===== src/rtl/nt_bist_driver.sv =====
// BIST driver for one nonterminal-node subcircuit: LFSR stimulus out, single-bit
// response compacted into a MISR and compared against a golden signature.
module nt_bist_driver #(
  parameter int unsigned             STIM_W = 7,
  parameter logic [STIM_W-1:0]       TAPS   = 7'b1100000,
  parameter logic [STIM_W-1:0]       SEED   = 7'h01,
  parameter int unsigned             N_VEC  = 64,
  parameter int unsigned             LAT    = 2,
  parameter int unsigned             SIG_W  = 16
) (
  input  logic              I1470_clk,
  input  logic              I1477_rst,
  input  logic              start,
  input  logic              abort,
  input  logic [SIG_W-1:0]  golden_sig,
  input  logic              dut_resp,
  output logic [STIM_W-1:0] stim_o,
  output logic              stim_valid,
  output logic              busy,
  output logic              done,
  output logic              pass,
  output logic [SIG_W-1:0]  signature
);

  localparam logic [SIG_W-1:0] POLY       = SIG_W'(16'h1021);
  localparam logic [15:0]      LAST_VEC   = 16'(N_VEC - 1);
  localparam logic [2:0]       LAST_DRAIN = 3'(LAT - 1);

  typedef enum logic [1:0] {StIdle, StDrive, StDrain, StDone} state_e;

  state_e              state_q, state_d;
  logic [STIM_W-1:0]   lfsr_q, lfsr_d;
  logic [STIM_W-1:0]   stim_q, stim_d;
  logic [15:0]         cnt_q, cnt_d;
  logic [2:0]          drain_q, drain_d;
  logic [LAT-1:0]      vpipe_q, vpipe_d;
  logic [SIG_W-1:0]    sig_q, sig_d;
  logic                fb;

  assign stim_valid = (state_q == StDrive);
  assign busy       = (state_q == StDrive) || (state_q == StDrain);
  assign done       = (state_q == StDone);
  assign pass       = done && (sig_q == golden_sig);
  assign signature  = sig_q;
  // Live LFSR value while driving; otherwise hold the last presented vector.
  assign stim_o     = stim_valid ? lfsr_q : stim_q;
  assign fb         = sig_q[SIG_W-1] ^ dut_resp;

  always_comb begin
    state_d    = state_q;
    lfsr_d     = lfsr_q;
    stim_d     = stim_q;
    cnt_d      = cnt_q;
    drain_d    = drain_q;
    sig_d      = sig_q;
    vpipe_d[0] = stim_valid;
    for (int i = 1; i < int'(LAT); i++) begin
      vpipe_d[i] = vpipe_q[i-1];
    end

    // Abort freezes the MISR in the cycle it is seen.
    if (busy && !abort && vpipe_q[LAT-1]) begin
      sig_d = {sig_q[SIG_W-2:0], 1'b0} ^ (fb ? POLY : '0);
    end

    unique case (state_q)
      StIdle, StDone: begin
        if (start) begin
          state_d = StDrive;
          lfsr_d  = SEED;
          cnt_d   = '0;
          sig_d   = '1;
          vpipe_d = '0;
        end
      end
      StDrive: begin
        stim_d = lfsr_q;
        if (abort) begin
          state_d = StIdle;
          vpipe_d = '0;
        end else begin
          lfsr_d = {lfsr_q[STIM_W-2:0], ^(lfsr_q & TAPS)};
          cnt_d  = cnt_q + 16'd1;
          if (cnt_q == LAST_VEC) begin
            state_d = StDrain;
            drain_d = '0;
          end
        end
      end
      StDrain: begin
        if (abort) begin
          state_d = StIdle;
          vpipe_d = '0;
        end else if (drain_q == LAST_DRAIN) begin
          state_d = StDone;
        end else begin
          drain_d = drain_q + 3'd1;
        end
      end
      default: state_d = StIdle;
    endcase
  end

  always_ff @(posedge I1470_clk or posedge I1477_rst) begin
    if (I1477_rst) begin
      state_q <= StIdle;
      lfsr_q  <= SEED;
      stim_q  <= '0;
      cnt_q   <= '0;
      drain_q <= '0;
      vpipe_q <= '0;
      sig_q   <= '1;
    end else begin
      state_q <= state_d;
      lfsr_q  <= lfsr_d;
      stim_q  <= stim_d;
      cnt_q   <= cnt_d;
      drain_q <= drain_d;
      vpipe_q <= vpipe_d;
      sig_q   <= sig_d;
    end
  end

endmodule


===== config.mk =====
export PLATFORM = sky130hd
export DESIGN_NAME = nt_bist_driver
export DESIGN_NICKNAME = d
export VERILOG_FILES = /design/src/rtl/nt_bist_driver.sv
export SDC_FILE = /design/constraint.sdc
export NUM_CORES = 1
export LEC_CHECK = 0
export CAP_MARGIN = 20
export CORE_UTILIZATION = 51
export CTS_BUF_LIST = sky130_fd_sc_hd__clkbuf_2
export DETAILED_ROUTE_END_ITERATION = 10
export HOLD_SLACK_MARGIN = 0.06
export PLACE_DENSITY = 0.77
export SLEW_MARGIN = 15
export SYNTH_ARGS = -nofsm -noshare
export SYNTH_HDL_FRONTEND = slang
export SYNTH_SLANG_ARGS = --single-unit

===== constraint.sdc =====
create_clock -name I1470_clk -period 2.3 [get_ports I1470_clk]
set_input_delay 0.46 -clock I1470_clk [delete_from_list [all_inputs] [get_ports I1470_clk]]
set_output_delay 0.46 -clock I1470_clk [all_outputs]
set_load 0.05 [all_outputs]

==> results of run 1 <==
layer usage:
metal / global-route usage, % / up-vias
met5: 0 / -
li1: - / 1132
met2: 39.4 / 63
met1: 28.8 / 1114
met4: 7.00 / 0
met3: 4.50 / 8
state kept, by name, indices dropped and copies added, names as in the netlist:
signal,cells
vpipe_q,2
drain_q,3
lfsr_q,7
cnt_q,16
stim_q,7
state_q,2
signature,16
final cells by class:
class / count / area (um2) / area share, %
multi-input cells: 217 / 1390 / 38.1
flip-flops and latches: 53 / 1350 / 37.1
repair buffers: 63 / 673 / 18.5
well taps: 70 / 87.6 / 2.41
clock inverters: 3 / 68.8 / 1.89
inverters: 12 / 45.0 / 1.24
clock buffers: 5 / 25.0 / 0.689
kinds of logic (layout without fill, tap and decap cells):
logic type | Yosys count | in the layout | synth area share (%)
xor+xnor | 26 | 26 | 8.20
flops | 53 | 53 | 48.5
fa+ha+maj | 6 | 6 | 2.70
simple gates | 136 | 136 | 25.5
compound gates | 46 | 46 | 10.4
buf+inv | 23 | 83 | 3.42
mux | 3 | 3 | 1.31
report_power, final:
| part | total, mW | switching, mW | internal [mW] | leakage (nW) |
|---|---|---|---|---|
| registers | 1.47 | 0.218 | 1.26 | 0.664 |
| clock network | 0.597 | 0.301 | 0.296 | 0.0536 |
| logic | 2.54 | 1.55 | 0.995 | 0.865 |
| total | 4.61 | 2.06 | 2.55 | 1.58 |
cell usage after synthesis, types with 9 or more instances:
cell type  number  area [um2]
nand2_1        62         233
dfrtp_1        36         901
o21ai_1        19        95.1
dfstp_2        17         447
nand3_1        17        85.1
xnor2_1        15         131
nor2_1         13        48.8
inv_1          12        45.0
nand4_1        12        75.1
xor2_1         11        96.3
a21oi_1         9        45.0
clkbuf_1        9        33.8
worst max-delay path: stages, from the launching register on:
cell and delay (ns):
dfstp_2 0.61, xor2_1 0.07, nor4_1 0.28, nand4_1 0.18, nor4_4 0.21, buf_12 0.18
worst paths after layout:
path / startpoint / end / slack [ns] / cells after the start
worst min register to register: signature[2]$_DFF_PP1_ / signature[2]$_DFF_PP1_ / 0.53 / 2
max in group asynchronous: I1477_rst / signature[5]$_DFF_PP1_ / 1.45 / 3
worst max-delay path: signature[3]$_DFF_PP1_ / pass / -0.13 / 5
worst min-delay path: I1477_rst / lfsr_q[2]$_DFFE_PP0P_ / 0.26 / 2
worst max register to register: state_q[1]$_DFFE_PP0P_ / cnt_q[14]$_DFFE_PP0P_ / 0.23 / 6
min in group I1470_clk: signature[2]$_DFF_PP1_ / signature[2]$_DFF_PP1_ / 0.53 / 2
what timing repair did:
| item | 4_1_cts | 5_1_grt |
|---|---|---|
| hold buffers | 0 | 0 |
| gates resized for setup | 18 | 2 |
| pin swaps | 4 | 1 |
| endpoints found under the setup margin | 24 | 8 |
| buffers inserted | 5 | 1 |
==> impl_metrics.py, run 1 <==
metrics = {
    "worst_setup_path": {
        "cp.required_ns": 1.84,
        "start_kind": "register",
        "crit_fanout": 2,
        "worstPathArrival_ns": 1.97,
        "critPathKind": "register to output pin",
        "end_kind": "output pin",
    },
    "finish": {
        "final_area_mm2": 0.00363,
        "drive_gt1_share_pct": 19.3,
        "final_common_cell": "nand2_1",
        "finish.utilization_pct": 70.2,
        "area_delta_synth_final_pct": 30.8,
        "fill_cells": 405,
        "final_cell_mix": "nand2_1 (62), dfrtp_1 (35), clkdlybuf4s50_1 (20)",
        "nNetsFinal": 379,
        "diodes": 0,
        "stdcell_count": 423,
    },
    "synthesis": {
        "syn-mean-instance-area_um2": 9.48,
        "ys_seq_elements": 53,
        "synth-edff-count": 0,
        "yosys_most_used_dff": "dfrtp_1",
        "syn_nets": 320,
        "yosysUniqueCellTypes": 48,
        "yosysSeqAreaShare_pct": 48.5,
        "yosysWarnings": 0,
        "async_flop_share_pct": 100,
        "syn_inst": 293,
        "synth_area_mm2": 0.00278,
    },
    "floorplanning": {
        "fp.dieH_um": 75.8,
        "start_util_pct": 53.7,
        "die_x_um": 75.8,
        "io_pins": 48,
        "dieArea_mm2": 0.00575,
        "rows": 26,
        "core_mm2": 0.00517,
    },
    "power": {
        "p_leak_nw": 1.58,
        "ir_drop_mv": 0.948,
        "power_density_mw_per_mm2": 1270,
        "total_power_mw": 4.61,
    },
    "routing": {
        "routedWlPerCell_um": 14.2,
        "met2_length_mm": 2.85,
        "wl_met3_um": 356,
        "highest_layer": "met4",
        "ant_nets": 0,
        "drtPass1Iterations": 4,
        "via_per_inst": 5.48,
        "drc": 0,
        "drt-met1-wl_mm": 2.71,
        "vias": 2317,
        "routed_wl_mm": 6.00,
        "drt-initial-drc-count": 138,
    },
    "placed_design": {
        "post-place-ws_ns": -0.132,
        "port_buffers": 47,
        "placed_cell_area_mm2": 0.00350,
        "hpwl_mm": 4.31,
        "dp.cells": 409,
        "place_congestion": 0.791,
    },
    "clocking": {
        "cts-root-buf": "clkbuf_2",
        "cts_buffer_depth": 2,
        "clk_latency_ns": 0.44,
        "cts.sinks": 53,
        "clk_pin_slew_ns": 0.27,
        "cts_made_buffers": 5,
        "cts_tree": "yes",
        "htreeDepth": 2,
    },
    "sta": {
        "tightestPinTransition_ns": 0.568,
        "max_freq_ghz": 0.412,
        "whs_ns": 0.261,
        "hold_violations": 0,
        "fin_crit_ns": 2.43,
        "setup_slack_ns": -0.129,
        "period_share_pct": 106,
        "maxSlewHeadroom_pct": 62.0,
        "finalSetupViolCount": 1,
        "tns_ns": -0.129,
        "rsz0062_at_grt": "yes",
        "finClkSkew_ns": 0.0128,
        "final-max-slew-violation-count": 0,
    },
    "global_routing": {
        "grt_max_degree": 38,
        "grt-ovfl-total": 0,
        "grt_pass1_wl_mm": 9.77,
        "track_usage_pct": 22.8,
        "antenna_found_initial": 0,
        "grt_pass1_vias": 2191,
    },
    "run_status": {
        "failed_checks": "setup timing",
        "outcome": "finished with violations",
    },
    "hold_path": {
        "hold_path_class": "primary input to asynchronous set/reset pin",
    },
    "run": {
        "cap_viol_max_count": 0,
    },
}
Note: power is estimated with default switching activity, not from simulation.
==> run 2: changes to the inputs <==
Settings changed: RECOVER_POWER from default to 25.
==> run 2 against run 1 <==
- the flow still finishes with violations (setup timing)
- die area did not move
- sequential cell count unchanged
- hold slack improved by 0.22 ns
- fmax about the same
- clock skew about the same
- sequential share of layout area rose by 0.15 points
- routed wire length is 0.12% lower
- cell count unchanged
- worst setup slack is essentially flat
- via count rose by 0.13%
- critical path type unchanged
- critical endpoint unchanged
- largest cell class unchanged
- largest power group unchanged
- highest routed layer unchanged
==> impl_metrics.py, run 2 (synthesized netlist as in run 1, its figures left out) <==
metrics = {
    "clocking": {
        "cts-root-buf": "clkbuf_2",
        "hold_buffers": 0,
        "cts.sinks": 53,
        "clk_pin_slew_ns": 0.27,
        "cts_buffer_depth": 2,
        "cts_made_buffers": 5,
        "cts_tree": "yes",
        "htreeDepth": 2,
        "clk_latency_ns": 0.44,
    },
    "global_routing": {
        "grt_pass1_wl_mm": 9.77,
        "grt-ovfl-total": 0,
        "antenna_found_initial": 0,
        "grt_pass1_vias": 2191,
        "grt_max_degree": 38,
        "track_usage_pct": 22.8,
    },
    "sta": {
        "tightestPinTransition_ns": 0.909,
        "rsz0062_at_grt": "yes",
        "fin_crit_ns": 2.43,
        "period_share_pct": 106,
        "final-max-slew-violation-count": 0,
        "whs_ns": 0.477,
        "finalSetupViolCount": 1,
        "hold_violations": 0,
        "max_freq_ghz": 0.412,
        "maxSlewHeadroom_pct": 39.4,
        "finClkSkew_ns": 0.0129,
        "setup_slack_ns": -0.129,
    },
    "placed_design": {
        "port_buffers": 47,
        "placed_cell_area_mm2": 0.00350,
        "hpwl_mm": 4.31,
        "place_congestion": 0.791,
    },
    "routing": {
        "drt-initial-drc-count": 138,
        "wl_met3_um": 363,
        "drc": 0,
        "via_per_inst": 5.48,
        "drt-met1-wl_mm": 2.69,
        "vias": 2320,
        "ant_nets": 0,
        "highest_layer": "met4",
        "routed_wl_mm": 5.99,
        "routedWlPerCell_um": 14.2,
        "drtPass1Iterations": 6,
        "met2_length_mm": 2.86,
    },
    "floorplanning": {
        "fp.dieH_um": 75.8,
        "io_pins": 48,
        "rows": 26,
        "dieArea_mm2": 0.00575,
        "die_x_um": 75.8,
        "core_mm2": 0.00517,
        "start_util_pct": 53.7,
    },
    "worst_setup_path": {
        "critPathKind": "register to output pin",
        "reg2reg_from": "state_q[1]$_DFFE_PP0P_",
        "cp.required_ns": 1.84,
        "worstPathArrival_ns": 1.97,
        "r2r_slack_ns": 0.23,
        "start_kind": "register",
        "r2r_end": "cnt_q[14]$_DFFE_PP0P_",
        "end_kind": "output pin",
        "rr_worst_depth": 6,
        "crit_fanout": 2,
    },
    "finish": {
        "drive_gt1_share_pct": 19.0,
        "final_common_cell": "nand2_1",
        "area_delta_synth_final_pct": 30.3,
        "fill_cells": 407,
        "nNetsFinal": 379,
        "diodes": 0,
        "seq_area_mm2": 0.00135,
        "final_area_mm2": 0.00362,
        "multiInputGateArea_mm2": 0.00139,
        "final_cell_mix": "nand2_1 (62), dfrtp_1 (35), clkdlybuf4s50_1 (19)",
    },
    "power": {
        "p_leak_nw": 1.58,
        "ir_drop_mv": 0.948,
        "power_density_mw_per_mm2": 1270,
    },
    "run": {
        "cap_viol_max_count": 0,
    },
    "run_status": {
        "outcome": "finished with violations",
        "failed_checks": "setup timing",
    },
    "hold_path": {
        "hold_path_class": "primary input to asynchronous set/reset pin",
    },
}
## run 2: repair_timing
action / CTS / global route
setup buffers: 5 / 1
pin swaps: 4 / 1
resized for setup: 18 / 2
endpoints found under the setup margin: 24 / 8
## run 2: metal layers
metal	up-vias	global-route usage (%)
met1	1115	28.8
met2	65	39.4
met5	-	0
li1	1132	-
met4	0	7.00
met3	8	4.50
## run 2: layout make-up
type	instances	area share (%)
flip-flops and latches	53	37.3
clock buffers	5	0.692
repair buffers	63	18.2
multi-input cells	217	38.3
inverters	12	1.24
well taps	70	2.42
clock inverters	3	1.90
## run 2: worst max-delay path: stages, from the launching register on
cell     delay, ns
dfstp_2       0.61
xor2_1        0.07
nor4_1        0.28
nand4_1       0.18
nor4_4        0.21
buf_12        0.18
## run 2: per-stage QoR
step / utilization, % / total power, mW / cells / setup WS [ns] / TNS, ns
global placement: 67.7 / 3.96 / 409 / -0.0854 / -0.0854
CTS: 70.0 / 4.61 / 422 / -0.174 / -0.174
detailed placement: 67.7 / 4.02 / 409 / -0.132 / -0.132
finish: 70.0 / 4.60 / 423 / -0.129 / -0.129
global route: 70.0 / 4.90 / 423 / -0.329 / -0.329
floorplan: - / 3.12 / 293 / -0.0192 / -0.0192
## run 2: worst max path at each step
stage / to / depth (start not counted) / startpoint / slack (ns)
after detailed placement: pass / 6 / golden_sig[11] / -0.13
after floorplan: pass / 4 / signature[11]$_DFF_PP1_ / -0.02
after global placement: pass / 6 / golden_sig[11] / -0.09
final: pass / 5 / signature[3]$_DFF_PP1_ / -0.13
after CTS: pass / 5 / signature[6]$_DFF_PP1_ / -0.17
after global routing: pass / 5 / signature[6]$_DFF_PP1_ / -0.33
## run 2: report_power, final
group          switching (mW)  internal [mW]  leakage (nW)
clock network           0.301          0.296        0.0536
logic                    1.54          0.992         0.861
registers               0.218           1.26         0.664
